**config.mk**
```make
export PLATFORM = sky130hd
export DESIGN_NAME = alu_sequencer_flat
export DESIGN_NICKNAME = d
export VERILOG_FILES = /design/src/rtl/alu_pkg.sv /design/src/rtl/alu_sequencer_if.sv /design/src/rtl/alu_regfile.sv /design/src/rtl/alu_sequencer.sv /design/src/flat_wrapper.sv
export SDC_FILE = /design/constraint.sdc
export NUM_CORES = 1
export LEC_CHECK = 0
export ABC_CLOCK_PERIOD_IN_PS = 2700
export CAP_MARGIN = 0
export CORE_MARGIN = 5
export CORE_UTILIZATION = 57
export DETAILED_ROUTE_END_ITERATION = 6
export GPL_TIMING_DRIVEN = 0
export PLACE_DENSITY = 0.85
export RECOVER_POWER = 100
export SYNTH_ARGS = -nofsm -noshare
export SYNTH_HDL_FRONTEND = slang
export SYNTH_SLANG_ARGS = --single-unit
```
**constraint.sdc**
```tcl
create_clock -name clk -period 2.7 [get_ports clk]
set_input_delay 0.54 -clock clk [delete_from_list [all_inputs] [get_ports clk]]
set_output_delay 0.54 -clock clk [all_outputs]
set_load 0.05 [all_outputs]
```
**src/rtl/alu_pkg.sv**
```systemverilog
// Shared definitions for the ALU sequencer: opcodes, FSM states and
// instruction field positions.
package alu_pkg;

  localparam int INSTR_W = 9;

  localparam logic [2:0] OP_HALT   = 3'b000;
  localparam logic [2:0] OP_ADD    = 3'b001;
  localparam logic [2:0] OP_SUB    = 3'b010;
  localparam logic [2:0] OP_AND    = 3'b011;
  localparam logic [2:0] OP_NOT    = 3'b100;
  localparam logic [2:0] OP_OR     = 3'b101;
  localparam logic [2:0] OP_EQ     = 3'b110;
  localparam logic [2:0] OP_BRANCH = 3'b111;

  // Instruction field positions
  localparam int OP_MSB = 8;
  localparam int OP_LSB = 6;
  localparam int RD_MSB = 5;
  localparam int RD_LSB = 4;
  localparam int RS_MSB = 3;
  localparam int RS_LSB = 2;
  localparam int RT_MSB = 1;
  localparam int RT_LSB = 0;
  localparam int BA_MSB = 5;
  localparam int BA_LSB = 0;

  typedef enum logic [2:0] {
    ST_IDLE    = 3'd0,
    ST_FETCH   = 3'd1,
    ST_DECODE  = 3'd2,
    ST_EXEC    = 3'd3,
    ST_WB      = 3'd4,
    ST_DONE    = 3'd5,
    ST_TIMEOUT = 3'd6
  } state_t;

  // True for the ops that write a result back to rd
  function automatic logic op_writes(input logic [2:0] op);
    return (op >= OP_ADD) && (op <= OP_OR);
  endfunction

endpackage

```
**src/rtl/alu_sequencer_if.sv**
```systemverilog
// Instruction-memory and ALU bus shared between the sequencer (master)
// and the ROM/ALU side (slave).
interface alu_sequencer_if
  import alu_pkg::*;
#(
  parameter int DATA_W = 8,
  parameter int PC_W   = 6
);
  logic [PC_W-1:0]    imem_addr;
  logic [INSTR_W-1:0] imem_data;
  logic [DATA_W-1:0]  alu_a;
  logic [DATA_W-1:0]  alu_b;
  logic [PC_W-1:0]    alu_addr;
  logic [2:0]         alu_op;
  logic [DATA_W-1:0]  alu_result;
  logic               alu_co;
  logic               alu_eq;
  logic               alu_branch;

  modport master (
    output imem_addr, alu_a, alu_b, alu_addr, alu_op,
    input  imem_data, alu_result, alu_co, alu_eq, alu_branch
  );

  modport slave (
    input  imem_addr, alu_a, alu_b, alu_addr, alu_op,
    output imem_data, alu_result, alu_co, alu_eq, alu_branch
  );
endinterface

```
**src/rtl/alu_regfile.sv**
```systemverilog
// 4-entry register file: one write port, two operand read ports and a
// debug read port, all reads combinational.
module alu_regfile #(
  parameter int DATA_W = 8
) (
  input  logic              clk,
  input  logic              rst_n,
  input  logic              we,
  input  logic [1:0]        waddr,
  input  logic [DATA_W-1:0] wdata,
  input  logic [1:0]        raddr_a,
  output logic [DATA_W-1:0] rdata_a,
  input  logic [1:0]        raddr_b,
  output logic [DATA_W-1:0] rdata_b,
  input  logic [1:0]        raddr_dbg,
  output logic [DATA_W-1:0] rdata_dbg
);
  logic [DATA_W-1:0] regs [4];

  // Register storage with synchronous clear
  always_ff @(posedge clk) begin
    if (!rst_n) begin
      regs <= '{default: '0};
    end else if (we) begin
      regs[waddr] <= wdata;
    end
  end

  assign rdata_a   = regs[raddr_a];
  assign rdata_b   = regs[raddr_b];
  assign rdata_dbg = regs[raddr_dbg];
endmodule

```
**src/rtl/alu_sequencer.sv**
```systemverilog
// Multi-cycle control unit: fetches instructions, reads operands, drives
// the shared ALU, writes results back and sequences the program counter.
//
// state   | meaning
// IDLE    | waiting for start after reset
// FETCH   | present pc on imem_addr
// DECODE  | instruction word valid; HALT ends the run, else load ALU inputs
// EXEC    | ALU operating on the driven op/operands
// WB      | ALU result valid; write back, advance pc, count step
// DONE    | program reached HALT
// TIMEOUT | instruction budget exhausted
module alu_sequencer
  import alu_pkg::*;
#(
  parameter int DATA_W    = 8,
  parameter int PC_W      = 6,
  parameter int MAX_STEPS = 255
) (
  input  logic              clk,
  input  logic              rst_n,
  input  logic              start,
  input  logic              host_we,
  input  logic [1:0]        host_waddr,
  input  logic [DATA_W-1:0] host_wdata,
  input  logic [1:0]        host_raddr,
  output logic [DATA_W-1:0] host_rdata,
  alu_sequencer_if.master   bus,
  output logic              busy,
  output logic              done,
  output logic              timeout,
  output logic              carry_q
);
  localparam int STEP_W = $clog2(MAX_STEPS + 1);

  state_t            state;
  logic [PC_W-1:0]   pc;
  logic [STEP_W-1:0] steps;
  logic [2:0]        op_q;
  logic [1:0]        rd_q;

  logic              host_ok;
  logic              wb_write;
  logic              rf_we;
  logic [1:0]        rf_waddr;
  logic [DATA_W-1:0] rf_wdata;
  logic [DATA_W-1:0] rdata_a;
  logic [DATA_W-1:0] rdata_b;
  logic [STEP_W-1:0] steps_inc;
  logic [PC_W-1:0]   pc_next;

  // Write-port arbitration and next pc / step values
  always_comb begin
    host_ok   = (state == ST_IDLE) || (state == ST_DONE);
    wb_write  = (state == ST_WB) && op_writes(op_q);
    rf_we     = wb_write || (host_ok && host_we);
    rf_waddr  = wb_write ? rd_q : host_waddr;
    rf_wdata  = wb_write ? bus.alu_result : host_wdata;
    steps_inc = steps + STEP_W'(1);
    pc_next   = bus.alu_branch ? bus.alu_addr : pc + PC_W'(1);
  end

  // Operand reads are addressed straight from the instruction word in DECODE
  alu_regfile #(.DATA_W(DATA_W)) u_regfile (
    .clk       (clk),
    .rst_n     (rst_n),
    .we        (rf_we),
    .waddr     (rf_waddr),
    .wdata     (rf_wdata),
    .raddr_a   (bus.imem_data[RS_MSB:RS_LSB]),
    .rdata_a   (rdata_a),
    .raddr_b   (bus.imem_data[RT_MSB:RT_LSB]),
    .rdata_b   (rdata_b),
    .raddr_dbg (host_raddr),
    .rdata_dbg (host_rdata)
  );

  // Sequencer FSM with registered bus and status outputs
  always_ff @(posedge clk) begin
    if (!rst_n) begin
      state         <= ST_IDLE;
      pc            <= '0;
      steps         <= '0;
      op_q          <= OP_HALT;
      rd_q          <= '0;
      bus.imem_addr <= '0;
      bus.alu_op    <= OP_HALT;
      bus.alu_a     <= '0;
      bus.alu_b     <= '0;
      bus.alu_addr  <= '0;
      busy          <= 1'b0;
      done          <= 1'b0;
      timeout       <= 1'b0;
      carry_q       <= 1'b0;
    end else begin
      case (state)
        ST_IDLE, ST_DONE, ST_TIMEOUT: begin
          if (start) begin
            pc            <= '0;
            steps         <= '0;
            bus.imem_addr <= '0;
            done          <= 1'b0;
            timeout       <= 1'b0;
            busy          <= 1'b1;
            state         <= ST_FETCH;
          end
        end
        ST_FETCH: begin
          bus.imem_addr <= pc;
          state         <= ST_DECODE;
        end
        ST_DECODE: begin
          op_q <= bus.imem_data[OP_MSB:OP_LSB];
          rd_q <= bus.imem_data[RD_MSB:RD_LSB];
          if (bus.imem_data[OP_MSB:OP_LSB] == OP_HALT) begin
            busy  <= 1'b0;
            done  <= 1'b1;
            state <= ST_DONE;
          end else begin
            bus.alu_op   <= bus.imem_data[OP_MSB:OP_LSB];
            bus.alu_a    <= rdata_a;
            bus.alu_b    <= rdata_b;
            bus.alu_addr <= bus.imem_data[BA_MSB:BA_LSB];
            state        <= ST_EXEC;
          end
        end
        ST_EXEC: begin
          state <= ST_WB;
        end
        ST_WB: begin
          if (wb_write) carry_q <= bus.alu_co;
          bus.alu_op    <= OP_HALT;
          pc            <= pc_next;
          bus.imem_addr <= pc_next;
          steps         <= steps_inc;
          if (steps_inc == STEP_W'(MAX_STEPS)) begin
            busy    <= 1'b0;
            timeout <= 1'b1;
            state   <= ST_TIMEOUT;
          end else begin
            state <= ST_FETCH;
          end
        end
        default: state <= ST_IDLE;
      endcase
    end
  end
endmodule

```
**src/flat_wrapper.sv**
```systemverilog
// flat-port wrapper written by rule: the top's interface ports become plain ports
module alu_sequencer_flat import alu_pkg::*;
#(
  parameter int DATA_W    = 8,
  parameter int PC_W      = 6,
  parameter int MAX_STEPS = 255
)
  (clk, rst_n, start, host_we, host_waddr, host_wdata, host_raddr, host_rdata, busy, done, timeout, carry_q, bus_imem_addr, bus_alu_a, bus_alu_b, bus_alu_addr, bus_alu_op, bus_imem_data, bus_alu_result, bus_alu_co, bus_alu_eq, bus_alu_branch);
  alu_sequencer_if #(.DATA_W(DATA_W), .PC_W(PC_W)) bus_i ();
  input  logic clk;
  input  logic rst_n;
  input  logic start;
  input  logic host_we;
  input  logic [1:0] host_waddr;
  input  logic [DATA_W-1:0] host_wdata;
  input  logic [1:0] host_raddr;
  output logic [DATA_W-1:0] host_rdata;
  output logic busy;
  output logic done;
  output logic timeout;
  output logic carry_q;
  output wire logic [$bits(bus_i.imem_addr)-1:0] bus_imem_addr;
  output wire logic [$bits(bus_i.alu_a)-1:0] bus_alu_a;
  output wire logic [$bits(bus_i.alu_b)-1:0] bus_alu_b;
  output wire logic [$bits(bus_i.alu_addr)-1:0] bus_alu_addr;
  output wire logic [$bits(bus_i.alu_op)-1:0] bus_alu_op;
  input wire logic [$bits(bus_i.imem_data)-1:0] bus_imem_data;
  input wire logic [$bits(bus_i.alu_result)-1:0] bus_alu_result;
  input wire logic [$bits(bus_i.alu_co)-1:0] bus_alu_co;
  input wire logic [$bits(bus_i.alu_eq)-1:0] bus_alu_eq;
  input wire logic [$bits(bus_i.alu_branch)-1:0] bus_alu_branch;
  assign bus_imem_addr = bus_i.imem_addr;
  assign bus_alu_a = bus_i.alu_a;
  assign bus_alu_b = bus_i.alu_b;
  assign bus_alu_addr = bus_i.alu_addr;
  assign bus_alu_op = bus_i.alu_op;
  assign bus_i.imem_data = bus_imem_data;
  assign bus_i.alu_result = bus_alu_result;
  assign bus_i.alu_co = bus_alu_co;
  assign bus_i.alu_eq = bus_alu_eq;
  assign bus_i.alu_branch = bus_alu_branch;
  alu_sequencer #(.DATA_W(DATA_W), .PC_W(PC_W), .MAX_STEPS(MAX_STEPS)) u_core (.clk(clk), .rst_n(rst_n), .start(start), .host_we(host_we), .host_waddr(host_waddr), .host_wdata(host_wdata), .host_raddr(host_raddr), .host_rdata(host_rdata), .bus(bus_i), .busy(busy), .done(done), .timeout(timeout), .carry_q(carry_q));
endmodule
```
==> results of run 1 <==
==> metal layers <==
metal  routed length [µm]  track usage [%]
met5                    0                0
met4                  343             12.6
met3                 1070             3.86
met2                 5940             40.6
met1                 5110             34.9
==> cells by family (layout without fill, tap and decap cells) <==
logic type | Yosys count | after routing | share of synthesized area [%]
AO/OA/AOI/OAI | 166 | 166 | 23.3
XOR/XNOR | 7 | 7 | 1.38
adder cells (fa/ha/maj) | 4 | 4 | 1.07
buffers and inverters | 51 | 138 | 4.97
flip-flops | 89 | 89 | 40.0
multiplexers | 34 | 34 | 14.4
AND/OR/NAND/NOR | 129 | 129 | 14.9
==> stage by stage <==
step	TNS (ns)	util [%]	cell area [µm²]	std cells
after floorplan	0	-	4450	480
after CTS	0	71.7	5520	669
after global routing	0	70.9	5450	669
final	0	70.9	5450	669
after detailed placement	-1.52	68.8	5290	653
after global placement	-1.25	68.8	5290	653
==> registers in the layout, summed over array words and instances (netlist names) <==
name,count
u_core.bus.alu_a,8
u_core.bus.alu_addr,6
u_core.bus.alu_b,8
u_core.bus.alu_op,3
u_core.bus.imem_addr,6
u_core.busy,1
u_core.carry_q,1
u_core.done,1
u_core.op_q,3
u_core.pc,6
u_core.rd_q,2
u_core.state,3
u_core.steps,8
u_core.timeout,1
u_core.u_regfile.regs,32
==> final timing paths <==
check | to | cells after the start
max | host_rdata[1] | 3
min | u_core.bus.alu_b[0]$_SDFFE_PN0P_ | 2
max reg2reg | u_core.u_regfile.regs[13]$_SDFFE_PN0P_ | 6
min reg2reg | u_core.bus.alu_b[0]$_SDFFE_PN0P_ | 2
==> worst reg2reg max path, cell delays in order (launching register included) <==
cell and delay (ns):
dfxtp_1 0.37, or3b_1 0.40, clkbuf_1 0.23, nor4_2 0.80, or2_1 0.19, clkbuf_1 0.28
a21oi_1 0.13
==> cells in the mapped netlist, types with 2 or more instances <==
cell	instances
nand3_1	13
buf_1	6
nand2b_1	4
nor2b_1	3
nor3b_1	3
or3_1	5
nor3_1	2
or3b_1	2
xnor2_1	7
buf_4	3
nor2_1	10
and4_1	2
a211oi_1	3
and3_1	2
clkbuf_1	22
mux4_2	24
o31ai_1	34
ha_1	3
a31oi_1	7
nor4_4	3
a21oi_1	84
inv_1	9
or2_1	5
mux2i_1	9
nand2_1	69
a21o_1	2
and4b_1	2
o211ai_1	11
a32oi_1	3
buf_2	9
dfxtp_1	89
o21a_1	2
o21ai_0	7
o21ai_1	2
==> area by class of cell <==
| type | count | area [µm²] | share of cell area [%] |
|---|---|---|---|
| repair buffers | 71 | 704 | 12.9 |
| clock inverters | 4 | 76.3 | 1.40 |
| flip-flops and latches | 89 | 1780 | 32.7 |
| multi-input cells | 340 | 2410 | 44.3 |
| well taps | 102 | 128 | 2.34 |
| plain buffers | 41 | 164 | 3.01 |
| clock buffers | 12 | 145 | 2.66 |
| inverters | 10 | 37.5 | 0.689 |
==> repair_timing <==
action | CTS | global route
endpoints found under the setup margin | 8 | 1
hold buffers | 0 | 0
gates resized for setup | 1 | 1
gates cloned | 0 | 0
==> power groups by stage <==
stage	sequential, µW	clock (µW)	combinational [µW]
2_1_floorplan	1470	0	281
3_3_place_gp	1440	0	463
3_5_place_dp	1440	0	475
4_1_cts	1410	1030	478
5_1_grt	1420	1090	501
6_report	1410	1020	470
==> impl_metrics.tcl, run 1 <==
set metrics [dict create \
    period_share_pct 98.0 \
    critPathArrivalTime_ns 2.11 \
    layout-drive-gt1-share_pct 9.70 \
    drv_slew 0 \
    gp_congestion 0.865 \
    p_int_uw 2100 \
    cts_tree "yes" \
    hold_viol 0 \
    end_kind "primary output" \
    seqPwrFrac_pct 48.6 \
    cp.required_ns 2.16 \
    grt_pass1_wl_mm 20.1 \
    clockRootBuffer "clkbuf_8" \
    post-cts-setup-buffers 0 \
    slew_headroom_pct 41.0 \
    cts.path.max_buffers 2 \
    fp.dieArea_um2 9680 \
    syn_area_um2 4450 \
    fin_crit_ns 2.65 \
    status "complete, no violations" \
    p_sw_uw 813 \
    ios 79 \
    worstHoldStart "u_core.bus.alu_b[0]$_SDFFE_PN0P_" \
    power_uw 2910 \
    hold_slack_ns 0.452 \
    setup_viol 0 \
    p_per_area_nw_per_um2 534 \
    synthTopCellsByArea "dfxtp_1 40%, mux4_2 12%, a21oi_1 9.4%, nand2_1 5.8%, o31ai_1 5.7%" \
    ys_warn_count 0 \
    layout_commonest_cell "dfxtp_1" \
    fmax_mhz 378 \
    antenna_found_initial 0 \
    h-tree-depth 3 \
    fill_cells 601 \
    ys.flop_type "dfxtp_1" \
    die_w_um 98.4 \
    drt_first_pass_iters 7 \
    wl_mm 12.5 \
    rr_startpoint "u_core.state[0]$_SDFFE_PN0P_" \
    yosysTopAreaCell "dfxtp_1" \
    hp-class "flop to flop" \
    grt_max_degree 15 \
    p_comb_share_pct 16.2 \
    crit_chain "clkbuf_2 -> mux4_2 -> clkdlybuf4s50_1" \
    synth_edf_count 0 \
    clock_power_share_pct 35.2 \
    clk_pin_slew_ns 0.08 \
    dpl_worst_slack_ns -0.212 \
    r2r_slack_ns 0.16 \
    max-cap-violations 0 \
    wl_per_cell_um 18.6 \
    synthArstFlopShare_pct 0 \
    p_leak_uw 0.00207 \
    drc 0 \
    syn-num-nets 519 \
    vias_per_cell 6.34 \
    worstMarginPinSlew_ns 0.883 \
    row_count 32 \
    fp.dieH_um 98.4 \
    rsz0062_at_grt "no" \
    finClkSkew_ns 0.00996 \
    initial_core_util_pct 57.9 \
    clock_sinks 89 \
    ir_drop_uv 285 \
    drt_iter0_drc 421 \
    syn_area_per_cell_um2 9.28 \
    diodes 0 \
    synth-seq-cells 89 \
    fin_ws_ns 0.0542 \
    grt_pass1_vias 4022 \
    clock_latency_ns 0.37 \
    grt_use_total_pct 25.9 \
    crit_slowest_cell "clkdlybuf4s50_1" \
    final_cell_mix "89 x dfxtp_1, 84 x a21oi_1, 69 x nand2_1, 38 x dlygate4sd3_1, 34 x o31ai_1" \
    vias 4241 \
    synth_seq_area_share_pct 40.0 \
    synth_cell_types 53 \
    netlist_instances 480 \
    sw_frac_of_total_pct 27.9 \
    io_buffer_count 71 \
    grt.overflow.total 0 \
    worst-path-buf-inv 2 \
    ant_nets 0 \
    critPathTopFamily "buffers and inverters" \
    fin_nets 601 \
    cts_buffers 9 \
    syn2layout_area_growth_pct 22.3 \
    synth_top_area_share_pct 40.0 \
    dp_hpwl_mm 9.10 \
    coreArea_um2 7690 \
    criticalPathCategory "input port to primary output" \
    cp_slowest_stage_delay_ns 0.72 \
    path_max_fanout 8 \
    startpoint_type "input port" \
    critPathLaunch "host_raddr[0]" \
]
Power figures use the tool's default switching activity.
==> run 2: changes to the inputs <==
SKIP_LAST_GASP = 1   (was unset)
==> results of run 2 <==
Final layout, timing and power as in run 1 (identical DEF).
